[config.mk]
export PLATFORM = sky130hd
export DESIGN_NAME = mem_arbiter
export DESIGN_NICKNAME = d
export VERILOG_FILES = /design/src/rtl/mem_arbiter.sv
export SDC_FILE = /design/constraint.sdc
export NUM_CORES = 1
export LEC_CHECK = 0
export BUFFER_PORTS_ARGS = -buffer_cell sky130_fd_sc_hd__buf_2
export CAP_MARGIN = 30
export CORE_ASPECT_RATIO = 0.9
export CORE_UTILIZATION = 42
export CTS_CLUSTER_SIZE = 24
export DETAILED_ROUTE_END_ITERATION = 10
export GPL_ROUTABILITY_DRIVEN = 0
export GPL_TIMING_DRIVEN = 0
export PLACE_DENSITY = 0.79
export SLEW_MARGIN = 20
export SYNTH_ARGS = -nofsm -noshare
export SYNTH_HDL_FRONTEND = slang
export SYNTH_SLANG_ARGS = --single-unit
[constraint.sdc]
create_clock -name clk -period 4.3 [get_ports clk]
set_input_delay 0.645 -clock clk [delete_from_list [all_inputs] [get_ports clk]]
set_output_delay 0.645 -clock clk [all_outputs]
set_load 0.02 [all_outputs]
[src/rtl/mem_arbiter.sv]
// Two-requester arbiter for the shared memory port: data has priority, but only
// for a bounded streak while fetch waits. Optional watchdog: MEM_ARB_TIMEOUT_EN.
module mem_arbiter #(
  parameter int unsigned DATA_STREAK_MAX = 4,
  parameter int unsigned TIMEOUT_CYCLES  = 256
) (
  input  logic        clk,
  input  logic        reset,
  input  logic        f_req,
  input  logic [31:0] f_addr,
  output logic        f_valid,
  output logic [31:0] f_rdata,
  input  logic        d_req,
  input  logic [31:0] d_addr,
  input  logic [31:0] d_wdata,
  input  logic [3:0]  d_wstrb,
  output logic        d_valid,
  output logic [31:0] d_rdata,
  output logic        mem_ready,
  output logic [31:0] mem_addr,
  output logic [31:0] mem_wdata,
  output logic [3:0]  mem_wstrb,
  input  logic        mem_valid,
  input  logic [31:0] mem_rdata,
  output logic        busy,
  output logic        grant,
  output logic        timeout
);

  typedef enum logic [1:0] {IDLE, BUSY_F, BUSY_D} state_t;

  localparam int unsigned SW = $clog2(DATA_STREAK_MAX + 1) > 0 ? $clog2(DATA_STREAK_MAX + 1) : 1;
  localparam logic [SW-1:0] STREAK_MAX = SW'(DATA_STREAK_MAX);

  state_t        state;
  logic [SW-1:0] streak;
  logic          take_data;

`ifdef MEM_ARB_TIMEOUT_EN
  localparam int unsigned TW = $clog2(TIMEOUT_CYCLES + 1) > 0 ? $clog2(TIMEOUT_CYCLES + 1) : 1;
  localparam logic [TW-1:0] T_LAST = TW'(TIMEOUT_CYCLES - 1);
  logic [TW-1:0] tcount;
`else
  assign timeout = 1'b0;
`endif

  // Fetch wins a contested IDLE cycle only once data has used up its streak.
  assign take_data = d_req && (!f_req || (streak < STREAK_MAX));

  always_ff @(posedge clk or posedge reset) begin
    if (reset) begin
      state     <= IDLE;
      streak    <= '0;
      f_valid   <= 1'b0;
      f_rdata   <= '0;
      d_valid   <= 1'b0;
      d_rdata   <= '0;
      mem_ready <= 1'b0;
      mem_addr  <= '0;
      mem_wdata <= '0;
      mem_wstrb <= '0;
      busy      <= 1'b0;
      grant     <= 1'b0;
`ifdef MEM_ARB_TIMEOUT_EN
      tcount    <= '0;
      timeout   <= 1'b0;
`endif
    end else begin
      f_valid <= 1'b0;
      d_valid <= 1'b0;
      case (state)
        IDLE: begin
          if (take_data) begin
            state     <= BUSY_D;
            mem_ready <= 1'b1;
            mem_addr  <= d_addr;
            mem_wdata <= d_wdata;
            mem_wstrb <= d_wstrb;
            busy      <= 1'b1;
            grant     <= 1'b1;
            if (!f_req)
              streak <= '0;
            else if (streak != STREAK_MAX)
              streak <= streak + 1'b1;
`ifdef MEM_ARB_TIMEOUT_EN
            tcount    <= '0;
`endif
          end else if (f_req) begin
            state     <= BUSY_F;
            mem_ready <= 1'b1;
            mem_addr  <= f_addr;
            mem_wdata <= '0;
            mem_wstrb <= '0;
            busy      <= 1'b1;
            grant     <= 1'b0;
            streak    <= '0;
`ifdef MEM_ARB_TIMEOUT_EN
            tcount    <= '0;
`endif
          end
        end
        BUSY_F, BUSY_D: begin
          if (mem_valid) begin
            if (state == BUSY_D) begin
              d_rdata <= mem_rdata;
              d_valid <= 1'b1;
            end else begin
              f_rdata <= mem_rdata;
              f_valid <= 1'b1;
            end
            mem_ready <= 1'b0;
            mem_wstrb <= '0;
            busy      <= 1'b0;
            state     <= IDLE;
`ifdef MEM_ARB_TIMEOUT_EN
          end else if (tcount == T_LAST) begin
            // Abort: owner still gets its single pulse, with zero data.
            if (state == BUSY_D) begin
              d_rdata <= '0;
              d_valid <= 1'b1;
            end else begin
              f_rdata <= '0;
              f_valid <= 1'b1;
            end
            mem_ready <= 1'b0;
            mem_wstrb <= '0;
            busy      <= 1'b0;
            timeout   <= 1'b1;
            state     <= IDLE;
          end else begin
            tcount <= tcount + 1'b1;
`endif
          end
        end
        default: state <= IDLE;
      endcase
    end
  end

endmodule

==> results of run 1 <==
cell usage after synthesis, drive strengths merged:
| library cell | count | share of area [%] |
|---|---|---|
| o21ai | 4 | 0.55 |
| a21bo | 1 | 0.18 |
| nand2 | 34 | 2.3 |
| a21o | 1 | 0.13 |
| a22o | 35 | 5.4 |
| dfrtp | 141 | 63 |
| a211oi | 1 | 0.35 |
| o21a | 1 | 0.13 |
| conb | 1 | 0.066 |
| a21boi | 1 | 0.20 |
| nor2 | 34 | 2.3 |
| a21oi | 65 | 5.8 |
| mux2 | 69 | 14 |
| nand3b | 1 | 0.20 |
| nor2b | 2 | 0.35 |
| inv | 9 | 0.60 |
| ha | 4 | 0.89 |
| o22ai | 2 | 0.22 |
| nor3b | 5 | 0.67 |
| nand2b | 1 | 0.11 |
| buf | 32 | 3.2 |
metrics by stage:
| step | hold slack, ns | cell area, µm² |
|---|---|---|
| 4_1_cts | 0.1800 | 7865 |
| 2_1_floorplan | 0.4701 | 5645 |
| 3_3_place_gp | 0.4575 | 7207 |
| 6_report | 0.1967 | 7868 |
| 3_5_place_dp | 0.4700 | 7287 |
| 5_1_grt | 0.1843 | 7868 |
critical path, stage by stage, from the launching register on:
cell and delay (ns):
dfrtp_1 0.37, inv_1 0.07, ha_1 0.29, buf_6 0.15, nand3b_2 0.18, buf_2 0.30
mux2_2 0.38
layer usage:
metal | global-route usage [%] | vias up | share of wire [%]
li1 | - | 2135 | -
met1 | 25.07 | 2143 | 41
met2 | 36.32 | 197 | 50
met3 | 6.455 | 18 | 7.6
met4 | 7.857 | 0 | 1.6
met5 | 0 | - | 0
sequential cells by signal, indices dropped and copies added (netlist names):
| name | flops |
|---|---|
| d_rdata | 32 |
| f_rdata | 32 |
| mem_addr | 32 |
| mem_wdata | 32 |
| mem_wstrb | 4 |
| streak | 3 |
| state | 2 |
| busy | 1 |
| d_valid | 1 |
| f_valid | 1 |
| grant | 1 |
power by group through the flow:
stage | sequential, mW | combinational, mW | clock, mW
after floorplan | 3.14 | 1.24 | 0
after global placement | 2.32 | 3.03 | 0
after detailed placement | 2.35 | 3.14 | 0
after CTS | 2.35 | 3.13 | 1.44
after global routing | 2.43 | 3.34 | 1.51
final | 2.35 | 3.09 | 1.41
final timing paths:
kind                                 endpoint         from  cells after the start  slack, ns
worst min-delay path              f_rdata[22]        reset                      2       0.20
worst min register to register          grant        grant                      1       0.48
max in group asynchronous       mem_wdata[24]        reset                      4       3.37
min in group clk                mem_wdata[13]  d_wdata[13]                      2       0.45
worst max register to register     f_rdata[5]     state[1]                      6       2.44
worst max-delay path               f_rdata[5]     state[1]                      6       2.44
layout make-up:
class                      instances  area share (%)
sequential                       141           44.85
multi-input combinational        262           24.11
timing repair buffer             275           18.26
clock buffer                      21           5.852
tap                              164           2.608
buffer                            32           2.322
clock inverter                    11           1.495
inverter                           9          0.4771
antenna                            1         0.03181
kinds of logic after synthesis:
family / after synthesis / share of synthesized area (%)
AOI/OAI and AO/OA: 111 / 13.04
and+or+nand+nor: 77 / 5.855
other: 1 / 0.06647
buffers and inverters: 41 / 3.837
muxes: 69 / 13.77
DFF: 141 / 62.54
adders and majority gates: 4 / 0.8872
==> results by group, run 1 <==
GRT
  • Global-route wire length before repair: between 20 and 25 mm
  • Vias in the first global route: between 4000 and 5000
  • Antenna violations before repair: 1
  • Gr ovfl total: 0
  • Tot GR Track Use: 21.33%
  • Largest net degree at the start of global routing: 38

Synth
  • Cell variety after synth: 27
  • Seq/Total Area, Yosys: 62.54%
  • Post-Syn Area: 5642 µm²
  • YS warnings: 0
  • Syn avg cell area: 12.71 µm²
  • Seq cells post-synth: roughly 140
  • Cells after Synth: approximately 440
  • Syn nets: 585

Clock tree
  • CTS max path bufs: 2
  • CTS buffer count: 17
  • CTS tree: yes
  • Clk_lat worst skew: 0.41 ns
  • CTS hold repair buffers: 0
  • Sink Count: 141
  • Post_cts resized: 0
  • Clock root buffer: clkbuf_16
  • Postcts setup bufs: 0
  • H-tree depth: 4
  • Clock transition at path regs: 0.06 ns

Finish
  • Fraction of layout cells with a size suffix above 1: 54.06%
  • Final core occ: 61.07%
  • Commonest non-fill, non-tap cell in the layout: buf_2
  • Synth-to-Final Area Change: 39.45%
  • Final Non-Filler Cells: 916
  • Final net count: a little under 900
  • Commonest cells after routing, fill and taps aside: 285 x buf_2, 141 x dfrtp_1, 69 x mux2_2
  • Area of the multi-input gates: 1897 µm²
  • Reg area: 3528 µm²
  • Fill cells: ~1100

Worst setup path
  • Highest net fanout along the worst path: 10
  • Crit path capture type: register
  • Class of the most critical setup path: reg2reg
  • Critical path launch point type: register
  • Crit path DAT: 2.15 ns
  • Required @ worst endpoint: between 4 and 5 ns

Pwr
  • Leakage power: 4.022 nW
  • Pint: 4.126 mW
  • Gate power share: 45.1%
  • Sw frac: 39.75%
  • Total power: 6.847 mW
  • Pwr Density: 870.3 nW/µm²
  • Share of power burned in registers: 34.3%
  • Clock Power Share: 20.7%
  • Max VDD drop: 390.7 µV
  • Sw Pwr: 2.722 mW

STA
  • Final Skew: 0.004934 ns
  • Finish-stage setup viols: 0
  • Final Hold Vio Count: 0
  • Max Fclk: 536.2 MHz
  • Crit share post-route: about 43%
  • Worst-margin pin slew: slightly above 0.5 ns
  • Final TNS setup: 0 ns
  • RSZ-0062 raised after global routing: false
  • Pins Over Slew Limit: 0
  • Final setup margin: 2.435 ns
  • Period minus WS final: 1.865 ns
  • Worst relative slew slack: 65.96%

Routing
  • DR WL/cell: 15.67 µm
  • DRT iter0 DRCs: 171
  • Total routed wirelength: 14.35 mm
  • Vias per Instance: 4.905
  • Vias: between 4000 and 5000
  • Drc violations: 0
  • Final ANT Viol Nets: 0
  • DRT Pass-1 Iters: 5

Run status
  • Status: finished clean

Floorplan
  • Die extent in x: 124.2 µm
  • Die area: 13900 µm²
  • Ports: ~280
  • Placeable Area: 12880 µm²
  • Die extent in y: around 110 µm
  • Initial Util: 43.79%
  • Num rows: 39

Placed design
  • Dpl cells: 883
  • Pre-CTS setup slack: 2.428 ns
  • Hpwl dp: 10.96 mm
  • IO buf count: between 200 and 300

Flow run
  • Max cap viols: 0

Hold path
  • Classification of the worst-slack hold path: in2async
Note: power is estimated with default switching activity, not from simulation.
==> inputs of run 2 (changes only) <==
==> constraint.sdc (replaced) <==
create_clock -name clk -period 1.7 [get_ports clk]
set_input_delay 0.255 -clock clk [delete_from_list [all_inputs] [get_ports clk]]
set_output_delay 0.255 -clock clk [all_outputs]
set_load 0.02 [all_outputs]
==> results by group, run 2 (synthesized netlist as in run 1, its figures left out) <==
Placed design
  • IO buf count: 271 (unchanged)
  • Dpl cells: 883 (unchanged)
  • Pre-CTS setup slack: -0.1686 ns (was 2.428 ns)
  • Hpwl dp: 10.96 mm (unchanged)

Routing
  • Vias per Instance: 4.874 (was 4.905)
  • DRT iter0 DRCs: 143 (was 171)
  • Vias: 4484 (was 4493)
  • Total routed wirelength: 14.39 mm (was 14.35 mm)
  • Drc violations: 0 (unchanged)
  • Final ANT Viol Nets: 0 (unchanged)
  • DR WL/cell: 15.64 µm (was 15.67 µm)
  • DRT Pass-1 Iters: 4 (was 5)

Finish
  • Commonest non-fill, non-tap cell in the layout: buf_2 (unchanged)
  • Final Non-Filler Cells: 920 (was 916)
  • Synth-to-Final Area Change: 41.14% (was 39.45%)
  • Fraction of layout cells with a size suffix above 1: 55.23% (was 54.06%)
  • Final net count: 883 (was 879)
  • Final core occ: 61.81% (was 61.07%)
  • Fill cells: 1057 (was 1069)
  • Commonest cells after routing, fill and taps aside: 281 x buf_2, 141 x dfrtp_1, 68 x mux2_2 (was 285 x buf_2, 141 x dfrtp_1, 69 x mux2_2)

STA
  • Max Fclk: 619.3 MHz (was 536.2 MHz)
  • Worst Hold Slack: 0.05908 ns (was 0.1967 ns)
  • Finish-stage setup viols: 0 (unchanged)
  • Final Skew: 0.005440 ns (was 0.004934 ns)
  • Final Hold Vio Count: 0 (unchanged)
  • Crit share post-route: 94.98% (was 43.37%)
  • RSZ-0062 raised after global routing: true (was false)
  • Final setup margin: 0.08526 ns (was 2.435 ns)
  • Period minus WS final: 1.615 ns (was 1.865 ns)
  • Pins Over Slew Limit: 0 (unchanged)

Pwr
  • Pwr Density: 2210 nW/µm² (was 870.3 nW/µm²)
  • Max VDD drop: 990.4 µV (was 390.7 µV)
  • Leakage power: 4.076 nW (was 4.022 nW)
  • Total power: 17.60 mW (was 6.847 mW)

GRT
  • Vias in the first global route: 4607 (was 4580)
  • Largest net degree at the start of global routing: 38 (unchanged)
  • Antenna violations before repair: 1 (unchanged)
  • Gr ovfl total: 0 (unchanged)
  • Global-route wire length before repair: 22.56 mm (was 22.48 mm)
  • Tot GR Track Use: 21.38% (was 21.33%)

Floorplan
  • Initial Util: 43.79% (unchanged)
  • Die extent in y: 112.0 µm (unchanged)
  • Die extent in x: 124.2 µm (unchanged)
  • Placeable Area: 12880 µm² (unchanged)
  • Die area: 13900 µm² (unchanged)
  • Ports: 275 (unchanged)
  • Num rows: 39 (unchanged)

Run status
  • Status: finished clean (unchanged)

Worst setup path
  • Critical path launch point type: register (unchanged)
  • Crit path capture type: register (unchanged)
  • Highest net fanout along the worst path: 10 (unchanged)
  • Crit path DAT: 1.90 ns (was 2.15 ns)
  • Class of the most critical setup path: reg2reg (unchanged)
  • Required @ worst endpoint: 1.99 ns (was 4.58 ns)

Clock tree
  • CTS buffer count: 17 (unchanged)
  • H-tree depth: 4 (unchanged)
  • CTS tree: yes (unchanged)
  • Clock transition at path regs: 0.06 ns (about the same)
  • CTS max path bufs: 2 (unchanged)
  • Clk_lat worst skew: 0.41 ns (about the same)
  • Clock root buffer: clkbuf_16 (unchanged)
  • Sink Count: 141 (unchanged)

Flow run
  • Max cap viols: 0 (unchanged)

Hold path
  • Classification of the worst-slack hold path: in2reg (was in2async)
run 2: layout make-up:
class,instances,area (µm²),share of cell area [%]
inverters,9,37.54,0.4714
clock buffers,21,460.4,5.783
well taps,164,205.2,2.577
plain buffers,30,202.7,2.546
flip-flops and latches,141,3528,44.31
clock inverters,11,117.6,1.477
diodes,1,2.502,0.03143
repair buffers,281,1488,18.68
multi-input cells,262,1921,24.12
run 2: what timing repair did:
item                                   in CTS  in global routing
gates resized for setup                    14                 10
hold buffers                                1                  0
gates cloned                                0                  0
pin swaps                                   1                  1
endpoints found under the hold margin       9                  0
buffers inserted                            3                  2
setup endpoints to repair                  63                109
run 2: routing by layer:
metal,routed length (µm),GRT usage [%],share of wire [%],vias to the layer above
met5,0,0,0,-
met4,184,7.857,1.3,0
met3,1088,6.455,7.6,16
met2,7216,36.46,50,188
met1,5902,25.10,41,2135
li1,-,-,-,2145
run 2: power breakdown:
| part | internal [mW] | total, mW | switching (mW) | leakage, nW |
|---|---|---|---|---|
| clock network | 2.23 | 3.57 | 1.35 | 0.283 |
| logic | 3.38 | 8.08 | 4.70 | 2.10 |
| registers | 5.06 | 5.94 | 0.886 | 1.69 |
run 2: per-stage QoR:
step / cell area, µm² / TNS, ns
after detailed placement: 7287 / -5.281
after CTS: 7929 / 0
after floorplan: 5645 / -44.85
final: 7963 / 0
after global placement: 7207 / -146.22
after global routing: 7963 / -0.0006761
run 2: final timing paths:
kind                             start       endpoint  slack [ns]  depth (start not counted)
hold / removal             d_wdata[13]  mem_wdata[13]        0.06                          2
hold reg to reg                  grant          grant        0.48                          1
setup / recovery              state[0]     d_rdata[2]        0.09                          5
setup reg to reg              state[0]     d_rdata[2]        0.09                          5
max in group asynchronous        reset  mem_wdata[24]        0.61                          5
min in group asynchronous        reset    f_rdata[27]        0.36                          3
run 2: worst max-delay path, cell delays in order, from the launching register on:
cell and delay (ns):
dfrtp_1 0.36, inv_2 0.06, ha_1 0.20, nand2_1 0.22, clkbuf_4 0.29, mux2_2 0.36
